===== src/rtl/a2d_conv_sched.sv =====
// a2d_conv_sched: periodic A2D conversion scheduler for the analog front end.
// Triggers one conversion every 2^PERIOD_W clocks, runs the two-frame SPI
// protocol (channel command, then read) and keeps the latest 12-bit result
// per channel. Owns the SPI master snd/done handshake.
// Build macros:
//   A2D_CURR_PRIORITY_EN - 6-slot sequence CURR,BATT,CURR,BRAKE,CURR,TORQUE
//                          (default: plain 4-slot round robin)
//   FAST_SIM             - shortens the default trigger period to 2^8 clocks
module a2d_conv_sched #(
`ifdef FAST_SIM
    parameter int         PERIOD_W  = 8,
`else
    parameter int         PERIOD_W  = 14,
`endif
    parameter logic [2:0] CH_BATT   = 3'd0,
    parameter logic [2:0] CH_CURR   = 3'd1,
    parameter logic [2:0] CH_BRAKE  = 3'd3,
    parameter logic [2:0] CH_TORQUE = 3'd4
) (
    input  logic        clk,
    input  logic        rst_n,
    output logic        snd,
    output logic [15:0] cmd,
    input  logic        done,
    input  logic [15:0] resp,
    output logic [11:0] batt,
    output logic [11:0] curr,
    output logic [11:0] brake,
    output logic [11:0] torque,
    output logic        cnv_cmplt,
    output logic [1:0]  ch_upd,
    output logic        ovr
);

    typedef enum logic [2:0] {
        ST_IDLE     = 3'd0,
        ST_CMD      = 3'd1,
        ST_WAIT_CMD = 3'd2,
        ST_GAP      = 3'd3,
        ST_READ     = 3'd4,
        ST_WAIT_RD  = 3'd5,
        ST_UPD      = 3'd6
    } state_t;

`ifdef A2D_CURR_PRIORITY_EN
    localparam int               PTR_W    = 3;
    localparam logic [PTR_W-1:0] PTR_LAST = 3'd5;
`else
    localparam int               PTR_W    = 2;
    localparam logic [PTR_W-1:0] PTR_LAST = 2'd3;
`endif

    state_t              r_state;
    state_t              w_next;
    logic [PERIOD_W-1:0] r_timer;
    logic                w_trig;
    logic [PTR_W-1:0]    r_ptr;
    logic [1:0]          w_idx;
    logic [2:0]          w_chnl;
    logic                r_snd;
    logic [15:0]         r_cmd;
    logic [11:0]         r_batt;
    logic [11:0]         r_curr;
    logic [11:0]         r_brake;
    logic [11:0]         r_torque;
    logic                r_cnv_cmplt;
    logic [1:0]          r_ch_upd;
    logic                r_ovr;
    logic                w_unused_resp;

    // Only the low 12 bits of the read frame carry the conversion result.
    assign w_unused_resp = ^resp[15:12];

    // One trigger per timer wrap, on the all-ones count.
    assign w_trig = &r_timer;

    // Free-running trigger timer.
    always_ff @(posedge clk or negedge rst_n) begin
        if (!rst_n) begin
            r_timer <= {PERIOD_W{1'b0}};
        end else begin
            r_timer <= r_timer + {{(PERIOD_W-1){1'b0}}, 1'b1};
        end
    end

`ifdef A2D_CURR_PRIORITY_EN
    // Map the 6-slot sequence position to the result-register index.
    always_comb begin
        w_idx = 2'd1;
        case (r_ptr)
            3'd0:    w_idx = 2'd1;
            3'd1:    w_idx = 2'd0;
            3'd2:    w_idx = 2'd1;
            3'd3:    w_idx = 2'd2;
            3'd4:    w_idx = 2'd1;
            3'd5:    w_idx = 2'd3;
            default: w_idx = 2'd1;
        endcase
    end
`else
    // Plain round robin: the slot number is the result-register index.
    always_comb begin
        w_idx = r_ptr;
    end
`endif

    // Translate result-register index to the converter's channel number.
    always_comb begin
        w_chnl = CH_BATT;
        case (w_idx)
            2'd0:    w_chnl = CH_BATT;
            2'd1:    w_chnl = CH_CURR;
            2'd2:    w_chnl = CH_BRAKE;
            2'd3:    w_chnl = CH_TORQUE;
            default: w_chnl = CH_BATT;
        endcase
    end

    // Conversion sequencer next-state logic; done outside the wait states is ignored.
    always_comb begin
        w_next = r_state;
        case (r_state)
            ST_IDLE: begin
                if (w_trig) begin
                    w_next = ST_CMD;
                end else begin
                    w_next = ST_IDLE;
                end
            end
            ST_CMD:      w_next = ST_WAIT_CMD;
            ST_WAIT_CMD: begin
                if (done) begin
                    w_next = ST_GAP;
                end else begin
                    w_next = ST_WAIT_CMD;
                end
            end
            ST_GAP:      w_next = ST_READ;
            ST_READ:     w_next = ST_WAIT_RD;
            ST_WAIT_RD: begin
                if (done) begin
                    w_next = ST_UPD;
                end else begin
                    w_next = ST_WAIT_RD;
                end
            end
            ST_UPD:      w_next = ST_IDLE;
            default:     w_next = ST_IDLE;
        endcase
    end

    // Sequencer state register.
    always_ff @(posedge clk or negedge rst_n) begin
        if (!rst_n) begin
            r_state <= ST_IDLE;
        end else begin
            r_state <= w_next;
        end
    end

    // SPI request outputs, registered so snd/cmd are high exactly in CMD/READ.
    always_ff @(posedge clk or negedge rst_n) begin
        if (!rst_n) begin
            r_snd <= 1'b0;
            r_cmd <= 16'h0000;
        end else begin
            r_snd <= (w_next == ST_CMD) || (w_next == ST_READ);
            if (w_next == ST_CMD) begin
                r_cmd <= {2'b00, w_chnl, 11'h000};
            end else begin
                r_cmd <= r_cmd;
            end
        end
    end

    // Capture the read-frame result into the selected channel register.
    always_ff @(posedge clk or negedge rst_n) begin
        if (!rst_n) begin
            r_batt   <= 12'h000;
            r_curr   <= 12'h000;
            r_brake  <= 12'h000;
            r_torque <= 12'h000;
        end else if ((r_state == ST_WAIT_RD) && done) begin
            case (w_idx)
                2'd0:    r_batt   <= resp[11:0];
                2'd1:    r_curr   <= resp[11:0];
                2'd2:    r_brake  <= resp[11:0];
                2'd3:    r_torque <= resp[11:0];
                default: r_batt   <= r_batt;
            endcase
        end else begin
            r_batt   <= r_batt;
            r_curr   <= r_curr;
            r_brake  <= r_brake;
            r_torque <= r_torque;
        end
    end

    // Completion pulse and updated-channel index, high during UPD.
    always_ff @(posedge clk or negedge rst_n) begin
        if (!rst_n) begin
            r_cnv_cmplt <= 1'b0;
            r_ch_upd    <= 2'd0;
        end else begin
            r_cnv_cmplt <= (w_next == ST_UPD);
            if (w_next == ST_UPD) begin
                r_ch_upd <= w_idx;
            end else begin
                r_ch_upd <= r_ch_upd;
            end
        end
    end

    // Sequence pointer advances once per completed conversion.
    always_ff @(posedge clk or negedge rst_n) begin
        if (!rst_n) begin
            r_ptr <= {PTR_W{1'b0}};
        end else if (r_state == ST_UPD) begin
            if (r_ptr == PTR_LAST) begin
                r_ptr <= {PTR_W{1'b0}};
            end else begin
                r_ptr <= r_ptr + {{(PTR_W-1){1'b0}}, 1'b1};
            end
        end else begin
            r_ptr <= r_ptr;
        end
    end

    // Sticky overrun: a trigger that finds the sequencer busy is dropped and flagged.
    always_ff @(posedge clk or negedge rst_n) begin
        if (!rst_n) begin
            r_ovr <= 1'b0;
        end else if (w_trig && (r_state != ST_IDLE)) begin
            r_ovr <= 1'b1;
        end else begin
            r_ovr <= r_ovr;
        end
    end

    assign snd       = r_snd;
    assign cmd       = r_cmd;
    assign batt      = r_batt;
    assign curr      = r_curr;
    assign brake     = r_brake;
    assign torque    = r_torque;
    assign cnv_cmplt = r_cnv_cmplt;
    assign ch_upd    = r_ch_upd;
    assign ovr       = r_ovr;

endmodule


===== config.mk =====
export PLATFORM = sky130hd
export DESIGN_NAME = a2d_conv_sched
export DESIGN_NICKNAME = d
export VERILOG_FILES = /design/src/rtl/a2d_conv_sched.sv
export SDC_FILE = /design/constraint.sdc
export NUM_CORES = 1
export LEC_CHECK = 0
export ABC_AREA = 1
export BUFFER_PORTS_ARGS = -buffer_cell sky130_fd_sc_hd__buf_2
export CAP_MARGIN = 30
export CORE_MARGIN = 5
export CORE_UTILIZATION = 45
export CTS_BUF_LIST = sky130_fd_sc_hd__clkbuf_8
export DETAILED_ROUTE_END_ITERATION = 10
export GPL_TIMING_DRIVEN = 0
export HOLD_SLACK_MARGIN = 0.15
export PLACE_DENSITY = 0.79
export SLEW_MARGIN = 30
export SYNTH_ARGS = -nofsm -noshare
export SYNTH_HDL_FRONTEND = slang
export SYNTH_SLANG_ARGS = --single-unit

===== constraint.sdc =====
create_clock -name clk -period 2 [get_ports clk]
set_input_delay 0.2 -clock clk [delete_from_list [all_inputs] [get_ports clk]]
set_output_delay 0.2 -clock clk [all_outputs]
set_load 0.01 [all_outputs]

Word level (Yosys, flattened, before mapping):

Cells that the tools add are included.

* logic and storage cells: 43
* bits in read-only memories: 0
* output and inout bits: 69
* bits in latches: 0
* input port bits: 19
* memory bits (writable): 0
* memories: 0
* register bits after elaboration: 75

* bitwise logic cells: 0
* divide/modulo/power cells: 0
* $mul: 0
* reduce and logical (&&, ||, !) cells: 11
* shift operators: 0
* muxes and demuxes: 6
* equal/unequal tests: 12
* magnitude comparators: 0
* $add $sub $neg: 2

Operator list (count)
* 3-bit one-hot mux with 6 select lines: 1
* 3-bit equality test, second input constant: 5
* 14-bit by 1-bit adder with 14-bit output, second input constant: 1
* 14-bit AND reduction: 1
* 3-bit one-hot mux with 4 select lines: 1
* 2-bit AND reduction: 4
* 3-bit by 1-bit equality test with 1-bit output, second input constant: 2
* 3-bit by 2-bit equality test with 1-bit output, second input constant: 2
* 2-bit equality test, second input constant: 2
* 2-bit two-way mux: 2
* 3-bit zero test: 1
* 3-bit nonzero test: 1
* 2-bit by 1-bit adder with 2-bit output, second input constant: 1
* 2-bit by 1-bit equality test with 1-bit output, second input constant: 1
* 1-bit logical AND: 2
* 2-bit zero test: 1
* 1-bit two-way mux: 2
* 1-bit logical OR: 1

Longest topological paths before layout:

Gate-level depths: netlist of run 1.

* depth in word-level cells: 5
* gate-level depth with buffers: 8
* mapped depth without buffers: 8

Worst setup path after synthesis of run 1:

No wires, ideal clock.

* path kind: reg2reg
* start point: reg r_state[1]
* end point: reg r_batt[4] (netlist: batt[4])
* path buffers: 1
* clock period less this slack: 1416 ps
* stages on the path, launching flop included: 6
* required time: 1881 ps
* library setup time: 119 ps
* setup slack: 584 ps
* data arrival time: 1297 ps
* cells stage by stage: dfrtp_1 -> nor3_4 -> nand2_4 -> buf_6 -> nand2_1 -> o21ai_2

* cells in the longest elaborated chain, start to end: 3

RTL lines
* start, declared: line 53 `state_t r_state;`
* start signal, assigned: line 157 `r_state <= w_next;`
* 3-bit equality test: line 183 `end else if ((r_state == ST_WAIT_RD) && done) begin`
* 1-bit logical AND: line 183
* 2-bit AND reduction (no line)
* end signal, assigned: line 185 `2'd0: r_batt <= resp[11:0];`
* end signal, assigned: line 189 `default: r_batt <= r_batt;`
* end signal, assigned: line 192 `r_batt <= r_batt;`
* end, declared: line 62 `logic [11:0] r_batt;`

No other way between the ends.
A chain may end at the register's enable or synchronous reset.

Final worst setup path of run 1:

* start point: reg r_state[0]
* end point: reg r_brake[11] (netlist: brake[11])

* cells in the longest elaborated chain, start to end: 3

RTL lines
* 3-bit equality test: line 183
* 1-bit logical AND: line 183
* 2-bit AND reduction (no line)
* end signal, assigned: line 187 `2'd2: r_brake <= resp[11:0];`
* end signal, assigned: line 194 `r_brake <= r_brake;`
* end, declared: line 64 `logic [11:0] r_brake;`

No other way between the ends.

==> results of run 1 <==
[power by group through the flow]
stage | clock [uW] | combinational (uW) | sequential (uW)
floorplan | 0 | 540 | 2280
global placement | 0 | 1160 | 2140
detailed placement | 0 | 1210 | 2150
CTS | 1360 | 1220 | 2130
global route | 1420 | 1330 | 2180
finish | 1330 | 1200 | 2130
[layer usage]
layer / vias up / global-route usage (%)
met1: 1096 / 21.7
met5: - / 0
met2: 74 / 25.4
met4: 0 / 6.23
met3: 7 / 3.46
li1: 1139 / -
[worst max-delay path by stage]
stage                           from           to  slack (ns)  cells after the start
after detailed placement  r_state[0]      batt[6]        0.38                      6
after CTS                 r_state[0]    brake[11]        0.35                      6
after global routing      r_state[0]     brake[6]        0.20                      6
final                     r_state[0]    brake[11]        0.35                      6
after global placement         rst_n  r_timer[12]        0.33                      1
after floorplan           r_state[1]      batt[4]        0.58                      5
[critical path: cells and delay by family (launching register included)]
kind | cells | cell delay (ns)
buffers and inverters | 1 | 0.20
AND/OR/NAND/NOR | 4 | 0.85
flip-flops | 1 | 0.42
AO/OA/AOI/OAI | 1 | 0.06
[state kept, by name, indices dropped and copies added, names as in the netlist, 2 cells and up]
name / flops
cmd: 3
torque: 12
batt: 12
brake: 12
r_state: 3
r_ptr: 2
curr: 12
ch_upd: 2
r_timer: 14
[cell type report]
cell class,count,area (um2)
Timing Repair Buffer,76,423
Clock buffer,9,124
Sequential cell,75,1880
Fill cell,588,2840
Buffer,21,188
Clock inverter,7,105
Multi-Input combinational cell,198,1040
Inverter,21,78.8
Tap cell,96,120
[cells in the final DEF, fill, tap and decap left out, types with 8 or more instances in the layout]
cell       n
inv_1     20
buf_4     14
o21ai_2   13
nand3_1    8
dfrtp_1   75
buf_6      8
conb_1    13
buf_2     69
o21ai_1   35
nor2_1    16
nand2_1   79
clkbuf_8   9
[logic make-up after synthesis]
logic type               after synthesis  share of synthesized area (%)
AO/OA/AOI/OAI                         57                           10.7
XOR/XNOR                              11                           3.07
adder cells (fa/ha/maj)                6                           2.40
buffers and inverters                 42                           8.50
flip-flops                            75                           59.9
other                                  1                          0.120
AND/OR/NAND/NOR                      111                           15.3
[metrics by stage]
step           setup slack, ns  hold WS, ns  utilization [%]  cells
6_report                 0.353        0.162             58.2    503
2_1_floorplan            0.584      -0.0956                -    315
3_3_place_gp             0.330        0.436             53.7    481
4_1_cts                  0.355        0.151             58.2    503
3_5_place_dp             0.385        0.162             54.1    482
5_1_grt                  0.196        0.161             58.2    503
==> summary.txt, run 1 <==
status -> finished clean
Cell Int Power -> 3120 uW
Sinks on Clock Net -> 75
Post-CTS Setup Bufs -> 0
Psw -> 1540 uW
Synth warnings -> 0
skew final -> 0.0105 ns
ys flop type -> dfrtp_1
Clock Latency Late Sink -> 0.34 ns
Via density -> 4.60
area leader, netlist -> dfrtp_1
critical path's most frequent cell -> nand2_1
drt total wl -> 6.73 mm
fmax -> 607 MHz
VDD IR max -> 578 uV
total global-route track usage -> 16.1%
Hold Path End -> curr[2]
r2r setup slk -> 0.35 ns
via count -> 2316
Hold Path Stages -> 3
row count -> 30
WL met3 -> 421 um
initial antenna violation count -> 0
fin nets -> 427
Crit path arrival time -> 1.88 ns
CP startpoint kind -> flop
Leak -> 0.00222 uW
asr flop ratio synth -> 100%
fin crit share -> 82.4%
WL/cell -> 13.4 um
Post-CTS Resized -> 0
Post-DRT Antenna Nets -> 0
Reg clk slew, reported paths -> 0.08 ns
Die H -> 93.5 um
#FFs+latches synth -> 75
hold_buf cts -> 5
Routed met1 length -> 2.97 mm
worst r2r src -> r_state[0]
clock network fraction of total power -> 28.6%
Sw Share -> 33.1%
RSZ-0062 raised after global routing -> false
fin area -> 3950 um2
Crit Reg-Reg Endpoint -> brake[11]
GR Overflow Total -> 0
final setup fails -> 0
Post-synth top cells -> nand2_1 (79), dfrtp_1 (75), o21ai_1 (35)
Final min period -> 1.65 ns
WP data required -> 2.23 ns
critical path class -> reg -> reg
Setup TNS Final -> 0 ns
R2R depth -> 6
clk root buf -> clkbuf_8
pin count of the biggest net entering global routing -> 45
CTS tree -> done
# DRC -> 0
CP Max Fanout -> 10
Combinational Power Share -> 25.7%
Slew Limit Fails -> 0
Gate Count Post-Synth -> 303
hold_sp -> resp[2]
top-count cell post-synth -> nand2_1
slowest stage cell, crit path -> nor3_4
diodes inserted -> 0
max layer used -> met4
worst path cell trace -> nand2_1 -> nor3_4 -> nand2_4 -> buf_6 -> nand2_1 -> o21ai_1
total power -> 4660 uW
top-area cell type share of the netlist area -> 59.9%
final hold vios -> 0
DRT iter0 DRCs -> 101
IO Pins -> 88
# H-tree levels -> 3
vias in the first global route -> 2257
CTS buffer count -> 9
Core Region -> 6790 um2
Critical Path End Type -> flop
total iterations of the first detailed-routing run -> 4
met2 routed WL -> 3.25 mm
Die X-Extent -> 93.5 um
Reg power frac -> 45.7%
area post-placement -> 3670 um2
Final Wtd Congestion -> 0.762
Die ar. -> 8730 um2
MaxCap Viol Count -> 0
number of flops mapped to enable cells by yosys -> 0
Synth Area per Inst -> 10.3 um2
first-pass GRT wire length -> 11.0 mm
Slew headroom -> 61.8%
Worst Tran Pin Value -> 0.571 ns
synthesized area -> 3130 um2
Yosys cell types -> 21
synth top area cells -> dfrtp_1 (60%), nand2_1 (9.5%), o21ai_1 (5.6%)
layout overhead on the synthesized area -> 26.1%
share of cells above drive strength 1 -> 31.4%
# port buffers -> 70
register area share after synthesis -> 59.9%
Hold Path Class -> in -> reg
Power Dens Cells -> 1180 nW/um2
DP Wirelength -> 4.90 mm
Bufs on Longest Clock Path -> 2
CP peak stage delay -> 0.47 ns
Starting Density -> 46.1%
Power figures use the tool's default switching activity.
==> run 2, diff against run 1 <==
--- a/config.mk
+++ b/config.mk
@@ -14,7 +14,7 @@
 export DETAILED_ROUTE_END_ITERATION = 10
 export GPL_TIMING_DRIVEN = 0
 export HOLD_SLACK_MARGIN = 0.15
-export PLACE_DENSITY = 0.79
+export PLACE_DENSITY = 0.82
 export SLEW_MARGIN = 30
 export SYNTH_ARGS = -nofsm -noshare
 export SYNTH_HDL_FRONTEND = slang
==> constraint.sdc (replaced) <==
create_clock -name clk -period 1.4 [get_ports clk]
set_input_delay 0.14 -clock clk [delete_from_list [all_inputs] [get_ports clk]]
set_output_delay 0.14 -clock clk [all_outputs]
set_load 0.01 [all_outputs]
==> run 2 against run 1 <==
  * Clock power increased by 34%
  * Power increased by 43%
  * Register-to-register slack got worse by 0.29 ns
  * Final cell count increased by 2.8%
  * Via count increased by 4.7%
  * Flip-flop and latch count unchanged
  * Cell area increased by 4.4%
  * Critical path type unchanged
  * Non-clock buffer count increased by 14
  * Sequential share of layout area decreased by 1.9 points
  * Core utilization increased by 2.5 points
  * Wire length increased by 5.1%
  * Global-route usage increased by 0.66 points
==> summary.txt, run 2 (synthesis gave the netlist of run 1 again) <==
DP Wirelength -> 4.96 mm
met3 usage -> 3.14%
vias in the first global route -> 2412
Worst Setup Slack, final -> 0.0621 ns
CP Max Fanout -> 10
Crit path arrival time -> 1.57 ns
MaxCap Viol Count -> 0
Layout Cells excl Fill -> 517
Power Dens Cells -> 1620 nW/um2
most frequent cells in the layout -> nand2_1 (75), dfrtp_1 (73), buf_2 (69), o21ai_1 (33), inv_1 (19)
gr busiest metal -> met2
Final Wtd Congestion -> 0.803
total global-route track usage -> 16.7%
# DRC -> 0
multi-input gate area in the final layout -> 1080 um2
share of cells above drive strength 1 -> 34.9%
layout overhead on the synthesized area -> 31.6%
CP peak stage delay -> 0.43 ns
VDD IR max -> 886 uV
Bufs on Longest Clock Path -> 2
GR Overflow Total -> 0
fmax -> 747 MHz
# port buffers -> 70
Crit Reg-Reg Endpoint -> torque[5]
max reg flops -> 14
placed cell count -> 482
commonest non-fill, non-tap cell in the layout -> nand2_1
register area -> 1880 um2
Critical Path End Type -> flop
skew final -> 0.00718 ns
pin count of the biggest net entering global routing -> 43
Final min period -> 1.34 ns
diodes inserted -> 0
met2 GRT Util -> 27.4%
Core Region -> 6790 um2
total iterations of the first detailed-routing run -> 4
Clock Latency Late Sink -> 0.34 ns
number of fill cells in the layout -> 567
worst r2r src -> r_state[2]
Hold Path Class -> in -> async
critical path class -> reg -> reg
# H-tree levels -> 3
Die ar. -> 8730 um2
slowest stage cell, crit path -> dfrtp_2
fin crit share -> 95.6%
Post-DRT Antenna Nets -> 0
R2R depth -> 7
RSZ-0062 raised after global routing -> false
Leak -> 0.00228 uW
Reg clk slew, reported paths -> 0.09 ns
Via density -> 4.69
final hold vios -> 0
Slew Limit Fails -> 0
row count -> 30
Sinks on Clock Net -> 75
Post-Place Worst Slack -> -0.220 ns
Starting Density -> 46.1%
final setup fails -> 0
via count -> 2425
fin nets -> 441
WL/cell -> 13.7 um
CTS tree -> done
CTS buffer count -> 9
CP startpoint kind -> flop
status -> finished clean
clk root buf -> clkbuf_8
total power -> 6670 uW
r2r setup slk -> 0.06 ns
drt total wl -> 7.07 mm
worst path cell trace -> inv_2 -> nor3_4 -> buf_12 -> nand2_4 -> buf_6 -> nand2_1 -> o21ai_1
Largest Register -> r_timer
WP data required -> 1.63 ns
Die H -> 93.5 um
Die X-Extent -> 93.5 um
DRT iter0 DRCs -> 101
initial antenna violation count -> 0
IO Pins -> 88
M1 GR Usage -> 21.9%
first-pass GRT wire length -> 11.5 mm
==> run 2: changes by cell type in the layout (fill, tap and decap cells not counted), sizes merged <==
cell and delta:
clkinv +3, inv -1, clkinvlp -1, buf +5
dlygate4sd3 +9, bufinv -1
==> run 2: how the worst max path moves through the flow <==
stage                from    endpoint  slack (ns)  cells past startpoint
2_1_floorplan  r_state[1]     batt[4]      -0.008                      5
3_3_place_gp        rst_n  r_state[1]       -0.36                      1
3_5_place_dp   r_state[0]    brake[3]       -0.22                      6
4_1_cts        r_state[1]     cmd[12]       0.004                      5
5_1_grt        r_timer[0]     cmd[12]     0.00005                      8
6_report       r_state[2]   torque[5]        0.06                      7
==> run 2: final cells by class <==
type,instances,share of cell area [%]
sequential,75,45.6
multi-input combinational,198,26.1
timing repair buffer,90,13.7
buffer,21,4.55
clock buffer,9,3.00
tap,96,2.91
clock inverter,7,2.31
inverter,21,1.91
==> run 2: routing by layer <==
metal | part of all wire [%] | vias to the layer above
li1 | - | 1177
met1 | 42 | 1171
met2 | 51 | 68
met3 | 6.0 | 9
met4 | 1.7 | 0
met5 | 0 | -
==> run 2: critical path, delay by kind of cell (launching register included) <==
| kind | cells | cell delay [ns] |
|---|---|---|
| AND/OR/NAND/NOR | 3 | 0.32 |
| buffers and inverters | 3 | 0.38 |
| flip-flops | 1 | 0.43 |
| AO/OA/AOI/OAI | 1 | 0.07 |
==> run 2: repair_timing <==
item,in CTS,in global routing
hold buffers,14,0
endpoints found under the setup margin,53,44
pin swaps,1,1
endpoints found under the hold margin,122,0
resized for setup,3,9
buffers inserted,3,2
==> run 2: power breakdown <==
part | internal, uW | total (uW) | leakage (uW) | switching, uW
Clock | 875 | 1780 | 0.000111 | 905
Sequential | 2700 | 3040 | 0.000995 | 345
Combinational | 805 | 1850 | 0.00117 | 1040
Total | 4380 | 6670 | 0.00228 | 2290
==> run 2: stage by stage <==
| step | cell area [um2] | TNS [ns] | util, % | hold WS, ns |
|---|---|---|---|---|
| global placement | 3660 | -23.58 | 53.8 | 0.436 |
| CTS | 4080 | 0 | 60.1 | 0.287 |
| detailed placement | 3680 | -8.98 | 54.1 | 0.119 |
| finish | 4120 | 0 | 60.7 | 0.275 |
| global route | 4120 | 0 | 60.7 | 0.327 |
| floorplan | 3190 | -0.0231 | - | -0.156 |
